[config.mk]
export PLATFORM = sky130hd
export DESIGN_NAME = branch_predictor_flat
export DESIGN_NICKNAME = d
export VERILOG_FILES = /design/src/rtl/branch_predictor_pkg.sv /design/src/rtl/branch_predictor_if.sv /design/src/rtl/branch_predictor_sat_counter.sv /design/src/rtl/branch_predictor.sv /design/src/flat_wrapper.sv
export SDC_FILE = /design/constraint.sdc
export NUM_CORES = 2
export LEC_CHECK = 0
export CAP_MARGIN = 40
export CORE_UTILIZATION = 65
export DETAILED_ROUTE_END_ITERATION = 8
export GPL_TIMING_DRIVEN = 1
export PLACE_DENSITY_LB_ADDON = 0.15
export REMOVE_ABC_BUFFERS = 1
export SLEW_MARGIN = 5
export SYNTH_ARGS = -nofsm -noshare
export SYNTH_HDL_FRONTEND = slang
export SYNTH_SLANG_ARGS = --single-unit
[constraint.sdc]
create_clock -name clk -period 6.16 [get_ports clk]
set_input_delay 1.232 -clock clk [delete_from_list [all_inputs] [get_ports clk]]
set_output_delay 1.232 -clock clk [all_outputs]
set_load 0.05 [all_outputs]
[src/rtl/branch_predictor_pkg.sv]
// Shared types for the branch predictor slice.
//   ctrl_transfer_e : transfer type carried on upd_ctrl (NONE/BRANCH/JAL/JALR)
//   cnt_e           : 2-bit saturating direction counter encodings
package bp_pkg;

  typedef enum logic [1:0] {
    NONE   = 2'b00,
    BRANCH = 2'b01,
    JAL    = 2'b10,
    JALR   = 2'b11
  } ctrl_transfer_e;

  typedef enum logic [1:0] {
    SNT = 2'b00,
    WNT = 2'b01,
    WT  = 2'b10,
    ST  = 2'b11
  } cnt_e;

endpackage

[src/rtl/branch_predictor_if.sv]
// Fetch-lookup and EX-resolution bus of the branch predictor.
//   master : pipeline side (drives fetch_PC and upd_*, receives prediction/flush)
//   slave  : predictor side
// Signals: fetch_PC, pred_taken, pred_target, upd_valid, upd_PC, upd_ctrl,
//          upd_taken, upd_target, upd_pred_taken, upd_pred_target,
//          mispredict, redirect_PC.
interface branch_predictor_if #(
  parameter int unsigned PC_W = 9
);
  logic [PC_W-1:0] fetch_PC;
  logic            pred_taken;
  logic [31:0]     pred_target;
  logic            upd_valid;
  logic [PC_W-1:0] upd_PC;
  logic [1:0]      upd_ctrl;
  logic            upd_taken;
  logic [31:0]     upd_target;
  logic            upd_pred_taken;
  logic [31:0]     upd_pred_target;
  logic            mispredict;
  logic [31:0]     redirect_PC;

  modport master (
    output fetch_PC, upd_valid, upd_PC, upd_ctrl, upd_taken, upd_target,
           upd_pred_taken, upd_pred_target,
    input  pred_taken, pred_target, mispredict, redirect_PC
  );

  modport slave (
    input  fetch_PC, upd_valid, upd_PC, upd_ctrl, upd_taken, upd_target,
           upd_pred_taken, upd_pred_target,
    output pred_taken, pred_target, mispredict, redirect_PC
  );
endinterface

[src/rtl/branch_predictor_sat_counter.sv]
// Next-state logic of a 2-bit saturating direction counter.
//   cnt_i   : current counter value
//   taken_i : resolved outcome (1 = count up, 0 = count down)
//   cnt_o   : next counter value, saturating at SNT and ST
module bp_sat_counter
  import bp_pkg::*;
(
  input  cnt_e cnt_i,
  input  logic taken_i,
  output cnt_e cnt_o
);

  always_comb begin
    cnt_o = cnt_i;
    unique case (cnt_i)
      SNT: cnt_o = taken_i ? WNT : SNT;
      WNT: cnt_o = taken_i ? WT  : SNT;
      WT:  cnt_o = taken_i ? ST  : WNT;
      ST:  cnt_o = taken_i ? ST  : WT;
      default: cnt_o = cnt_i;
    endcase
  end

endmodule

[src/rtl/branch_predictor.sv]
// Direct-mapped branch target buffer with 2-bit direction counters.
// Lookup is combinational on fetch_PC; updates are written on the rising
// edge from the EX resolution bus, and a registered flush (mispredict +
// redirect_PC) is raised the cycle after a wrong prediction is resolved.
// Ports:
//   clk, reset : clock and synchronous active-high reset
//   bus        : branch_predictor_if.slave (lookup + resolution signals)
//   stat_updates, stat_mispredicts : saturating event counters, present only
//                when BRANCH_PREDICTOR_STATS_EN is defined
// Parameters: PC_W (>= IDX_W+3), ENTRIES (power of two, >= 2).
module branch_predictor
  import bp_pkg::*;
#(
  parameter int unsigned PC_W    = 9,
  parameter int unsigned ENTRIES = 16
) (
  input  logic                clk,
  input  logic                reset,
  branch_predictor_if.slave   bus
`ifdef BRANCH_PREDICTOR_STATS_EN
  ,
  output logic [31:0]         stat_updates,
  output logic [31:0]         stat_mispredicts
`endif
);

  localparam int unsigned IDX_W = $clog2(ENTRIES);
  localparam int unsigned TAG_W = PC_W - 2 - IDX_W;

  logic             valid_q  [ENTRIES];
  logic             valid_d  [ENTRIES];
  logic [TAG_W-1:0] tag_q    [ENTRIES];
  logic [TAG_W-1:0] tag_d    [ENTRIES];
  logic [31:0]      target_q [ENTRIES];
  logic [31:0]      target_d [ENTRIES];
  cnt_e             cnt_q    [ENTRIES];
  cnt_e             cnt_d    [ENTRIES];
  logic             jmp_q    [ENTRIES];
  logic             jmp_d    [ENTRIES];

  logic             mispredict_q, mispredict_d;
  logic [31:0]      redirect_q, redirect_d;

  // Lookup path
  logic [IDX_W-1:0] f_idx;
  logic [TAG_W-1:0] f_tag;
  logic             f_hit;

  always_comb begin
    f_idx           = bus.fetch_PC[IDX_W+1:2];
    f_tag           = bus.fetch_PC[PC_W-1:IDX_W+2];
    f_hit           = valid_q[f_idx] && (tag_q[f_idx] == f_tag);
    bus.pred_taken  = f_hit && (jmp_q[f_idx] || cnt_q[f_idx][1]);
    bus.pred_target = bus.pred_taken ? target_q[f_idx]
                                     : 32'(bus.fetch_PC) + 32'd4;
  end

  // Update path
  ctrl_transfer_e   ctrl;
  logic             qual;
  logic             is_branch;
  logic             eff_taken;
  logic             mis;
  logic [IDX_W-1:0] u_idx;
  logic [TAG_W-1:0] u_tag;
  logic             u_hit;
  cnt_e             u_cnt_nxt;

  bp_sat_counter u_cnt (
    .cnt_i   (cnt_q[u_idx]),
    .taken_i (bus.upd_taken),
    .cnt_o   (u_cnt_nxt)
  );

  always_comb begin
    ctrl      = ctrl_transfer_e'(bus.upd_ctrl);
    qual      = bus.upd_valid && (ctrl != NONE);
    is_branch = (ctrl == BRANCH);
    // JAL/JALR are always taken regardless of upd_taken
    eff_taken = is_branch ? bus.upd_taken : 1'b1;
    u_idx     = bus.upd_PC[IDX_W+1:2];
    u_tag     = bus.upd_PC[PC_W-1:IDX_W+2];
    u_hit     = valid_q[u_idx] && (tag_q[u_idx] == u_tag);

    valid_d  = valid_q;
    tag_d    = tag_q;
    target_d = target_q;
    cnt_d    = cnt_q;
    jmp_d    = jmp_q;

    if (qual) begin
      if (is_branch) begin
        if (u_hit) begin
          cnt_d[u_idx] = u_cnt_nxt;
          if (bus.upd_taken) target_d[u_idx] = bus.upd_target;
        end else if (bus.upd_taken) begin
          valid_d[u_idx]  = 1'b1;
          tag_d[u_idx]    = u_tag;
          target_d[u_idx] = bus.upd_target;
          cnt_d[u_idx]    = WT;
          jmp_d[u_idx]    = 1'b0;
        end
      end else begin
        valid_d[u_idx]  = 1'b1;
        tag_d[u_idx]    = u_tag;
        target_d[u_idx] = bus.upd_target;
        cnt_d[u_idx]    = ST;
        jmp_d[u_idx]    = 1'b1;
      end
    end

    mis = qual && ((eff_taken != bus.upd_pred_taken) ||
                   (eff_taken && bus.upd_pred_taken &&
                    (bus.upd_target != bus.upd_pred_target)));
    mispredict_d = mis;
    redirect_d   = redirect_q;
    if (mis) redirect_d = eff_taken ? bus.upd_target
                                    : 32'(bus.upd_PC) + 32'd4;
  end

  always_ff @(posedge clk) begin
    if (reset) begin
      for (int unsigned i = 0; i < ENTRIES; i++) begin
        valid_q[i]  <= 1'b0;
        tag_q[i]    <= '0;
        target_q[i] <= '0;
        cnt_q[i]    <= WNT;
        jmp_q[i]    <= 1'b0;
      end
      mispredict_q <= 1'b0;
      redirect_q   <= '0;
    end else begin
      valid_q      <= valid_d;
      tag_q        <= tag_d;
      target_q     <= target_d;
      cnt_q        <= cnt_d;
      jmp_q        <= jmp_d;
      mispredict_q <= mispredict_d;
      redirect_q   <= redirect_d;
    end
  end

  assign bus.mispredict  = mispredict_q;
  assign bus.redirect_PC = redirect_q;

`ifdef BRANCH_PREDICTOR_STATS_EN
  logic [31:0] stat_upd_q, stat_upd_d;
  logic [31:0] stat_mis_q, stat_mis_d;

  always_comb begin
    stat_upd_d = stat_upd_q;
    stat_mis_d = stat_mis_q;
    if (qual && (stat_upd_q != '1)) stat_upd_d = stat_upd_q + 32'd1;
    if (mis  && (stat_mis_q != '1)) stat_mis_d = stat_mis_q + 32'd1;
  end

  always_ff @(posedge clk) begin
    if (reset) begin
      stat_upd_q <= '0;
      stat_mis_q <= '0;
    end else begin
      stat_upd_q <= stat_upd_d;
      stat_mis_q <= stat_mis_d;
    end
  end

  assign stat_updates     = stat_upd_q;
  assign stat_mispredicts = stat_mis_q;
`endif

endmodule

[src/flat_wrapper.sv]
// flat-port wrapper written by rule: the top's interface ports become plain ports
module branch_predictor_flat import bp_pkg::*;
#(
  parameter int unsigned PC_W    = 9,
  parameter int unsigned ENTRIES = 16
)
  (clk, reset, bus_fetch_PC, bus_upd_valid, bus_upd_PC, bus_upd_ctrl, bus_upd_taken, bus_upd_target, bus_upd_pred_taken, bus_upd_pred_target, bus_pred_taken, bus_pred_target, bus_mispredict, bus_redirect_PC);
  branch_predictor_if #(.PC_W(PC_W)) bus_i ();
  input  logic clk;
  input  logic reset;
  input wire logic [$bits(bus_i.fetch_PC)-1:0] bus_fetch_PC;
  input wire logic [$bits(bus_i.upd_valid)-1:0] bus_upd_valid;
  input wire logic [$bits(bus_i.upd_PC)-1:0] bus_upd_PC;
  input wire logic [$bits(bus_i.upd_ctrl)-1:0] bus_upd_ctrl;
  input wire logic [$bits(bus_i.upd_taken)-1:0] bus_upd_taken;
  input wire logic [$bits(bus_i.upd_target)-1:0] bus_upd_target;
  input wire logic [$bits(bus_i.upd_pred_taken)-1:0] bus_upd_pred_taken;
  input wire logic [$bits(bus_i.upd_pred_target)-1:0] bus_upd_pred_target;
  output wire logic [$bits(bus_i.pred_taken)-1:0] bus_pred_taken;
  output wire logic [$bits(bus_i.pred_target)-1:0] bus_pred_target;
  output wire logic [$bits(bus_i.mispredict)-1:0] bus_mispredict;
  output wire logic [$bits(bus_i.redirect_PC)-1:0] bus_redirect_PC;
  assign bus_i.fetch_PC = bus_fetch_PC;
  assign bus_i.upd_valid = bus_upd_valid;
  assign bus_i.upd_PC = bus_upd_PC;
  assign bus_i.upd_ctrl = bus_upd_ctrl;
  assign bus_i.upd_taken = bus_upd_taken;
  assign bus_i.upd_target = bus_upd_target;
  assign bus_i.upd_pred_taken = bus_upd_pred_taken;
  assign bus_i.upd_pred_target = bus_upd_pred_target;
  assign bus_pred_taken = bus_i.pred_taken;
  assign bus_pred_target = bus_i.pred_target;
  assign bus_mispredict = bus_i.mispredict;
  assign bus_redirect_PC = bus_i.redirect_PC;
  branch_predictor #(.PC_W(PC_W), .ENTRIES(ENTRIES)) u_core (.clk(clk), .reset(reset), .bus(bus_i));
endmodule
==> reports/qor.csv <==
metric,value,unit
area_delta_synth_final,15.6,%
worst_pin_slew,1.09,ns
post_cts_buffers,0,
dpl_cell_area,31500,µm²
dr.pass1.iters,6,
crit_cells,11,
start_util,66.1,%
routed_via_density,6.66,
setup_slack,1.00,ns
switching_share,24.1,%
grt_pass1_vias,26200,
place_hpwl,56300,µm
critPathBufInv,4,
synthDistinctLibCells,48,
port_buffers,154,
end_kind,primary output,
final.period_utilization,83.7,%
yosys_warnings,0,
r2r_slack,2.97,ns
seqPwrFrac,45.9,%
syn_avg_cell_area,8.77,µm²
multi_input_area,15000,µm²
synth_edf_count,0,
grt_usage,42.3,%
final_cell_area,33800,µm²
path_delay_family,buffers and inverters,
htree_levels,3,
crit_required,4.93,ns
skew,0.0172,ns
cp-start-kind,input pin,
worstPathArrival,3.93,ns
hold_class,reg2reg,
synth_ff_type,dfxtp_1,
p_comb_share,8.1,%
final_core_util,76.4,%
p_int,7.17,mW
r2r_start,u_core.tag_q[26],
cts_hold_buf,0,
drtIter0Drc,3944,
finalPower,9.44,mW
r2r-end,u_core.cnt_q[9],
postSynth.asyncResetShare,0,%
ctsResizeCount,0,
num_rows,77,
ioPinCount,155,
drv_slew,0,
vias,26400,
fp.dieW,214,µm
pwr-share-clk,46.0,%
critPathKind,in2out,
wire_per_inst,24.7,µm
fin_cells,3961,
relSlewSlack,27.5,%
crit_start,bus_fetch_PC[2],
drt_wl_total,98000,µm
gr-total-overflow,0,
path_clk_slew,0.06,ns
fmax,0.194,GHz
place.detailed.instances,3839,
synth-seq-cells,657,
period_minus_slack,5.16,ns
whs,0.453,ns
cts_sinks,657,
syn_inst,3338,
cts_tree,built,
die_y,214,µm
finalHoldViolCount,0,
reg2reg_depth,7,
fin_tns_setup,0,ns
clock_path_buffers,3,
crit_path_max_incr_delay,0.47,ns
crit_fanout,34,
p_leak,11.5,nW
cts_buffers,67,
grt_pass1_wl,149000,µm
nFillCells,2991,
net-switching-power,2.27,mW
die_area,45900,µm²
power_density,279,nW/µm²
grt_start_max_net_pins,258,
num-nets-final,3412,
dp_slack,1.02,ns
cap_violations,0,
slowest_stage,a2111oi_0,
antenna_left,0,
gp_congestion,0.888,
antenna_found_initial,3,
drc,0,
root_buffer,clkbuf_16,
rsz0062_at_grt,no,
syn_area,29300,µm²
status,completed,
crit_path_cell_trace,"buf_8, buf_4, nor3_1, a21oi_1, a21oi_1, a2111oi_0, a21o_1, nand4_2, buf_4, mux2_2, buf_12",
synth_seq_area_share,44.9,%
insertion_delay,0.60,ns
drive_above_1_share,14.6,%
regArea,13200,µm²
peakVddDrop,267,µV
core_region_area,44300,µm²
worstSetupEndpoint,bus_pred_target[6],
setup_violations,0,
[cells in the mapped netlist, types with 9 or more instances]
master    number  area, µm²
a21oi_1      560       2800
a21oi_2       10       87.6
a22oi_1       28        210
buf_1          9       33.8
buf_2         20        100
clkbuf_1     283       1060
dfxtp_1      657      13200
mux2_2        12        135
mux2i_1       93        931
mux4_2       198       4460
nand2_1     1156       4340
nand3_1       21        105
nor2_1        89        334
nor2b_1       26        163
o21ai_0       16       80.1
o21ai_1       10       50.1
xor2_1        39        342
[placed cells by master, fill, tap and decap left out, types with 18 or more instances in the layout]
cell / count
nor2_1: 75
xor2_1: 39
a22oi_1: 28
nor2b_1: 26
nand2_1: 1156
buf_4: 70
clkdlybuf4s50_1: 115
buf_12: 42
clkbuf_8: 18
mux4_2: 198
mux2i_1: 93
clkbuf_16: 71
dfxtp_1: 657
a21oi_1: 559
[state kept, by name (all words and copies together), names as in the netlist, named ones only]
name                    count
u_core.cnt_q               32
u_core.target_q           512
u_core.bus.redirect_PC     32
u_core.bus.mispredict       1
u_core.valid_q             16
u_core.tag_q               48
[worst reg2reg max path, stage by stage, from the launching register on]
cell and delay, ns:
dfxtp_1 0.33, mux4_2 0.50, or4b_1 0.48, o2111a_1 0.17
nand3_1 0.19, nand4_1 0.42, o21ai_2 0.76, mux2i_1 0.20
[cell type report]
| cell class | instances | area share, % |
|---|---|---|
| Clock buffer | 99 | 6.09 |
| Timing Repair Buffer | 234 | 7.68 |
| Multi-Input combinational cell | 2349 | 44.2 |
| Tap cell | 592 | 2.19 |
| Sequential cell | 657 | 38.9 |
| Inverter | 8 | 0.0887 |
| Clock inverter | 21 | 0.839 |
| Antenna cell | 1 | 0.00739 |
[per-layer routing]
metal  vias to the layer above  part of all wire (%)  GRT usage, %
met1                     12600                    34          51.6
met5                         -                 0.030             0
li1                      11300                     -             -
met2                      1957                    46          66.4
met3                       511                    13          9.70
met4                         4                   7.3          30.4
[power groups by stage]
stage | clock network [mW] | logic, mW | registers, mW
2_1_floorplan | 0 | 0.255 | 4.45
3_3_place_gp | 0 | 0.724 | 4.42
3_5_place_dp | 0 | 0.742 | 4.42
4_1_cts | 4.33 | 0.746 | 4.33
5_1_grt | 4.51 | 0.797 | 4.33
6_report | 4.34 | 0.769 | 4.33
[worst min path at each step]
stage	startpoint	to	slack (ns)	depth (start not counted)
after floorplan	u_core.target_q[160]	u_core.target_q[160]	0.43	2
after global placement	u_core.target_q[338]	u_core.target_q[338]	0.44	2
after detailed placement	u_core.target_q[440]	u_core.target_q[440]	0.44	2
after CTS	u_core.target_q[49]	u_core.target_q[49]	0.45	2
after global routing	u_core.target_q[352]	u_core.target_q[352]	0.47	2
final	u_core.target_q[308]	u_core.target_q[308]	0.45	2
[cell families after synthesis]
logic type               after synthesis  share of synthesized area (%)
AND/OR/NAND/NOR                     1339                           18.0
flip-flops                           657                           44.9
AO/OA/AOI/OAI                        653                           11.9
buffers and inverters                332                           4.56
multiplexers                         303                           18.9
XOR/XNOR                              46                           1.38
adder cells (fa/ha/maj)                8                          0.329
Power figures use the tool's default switching activity.
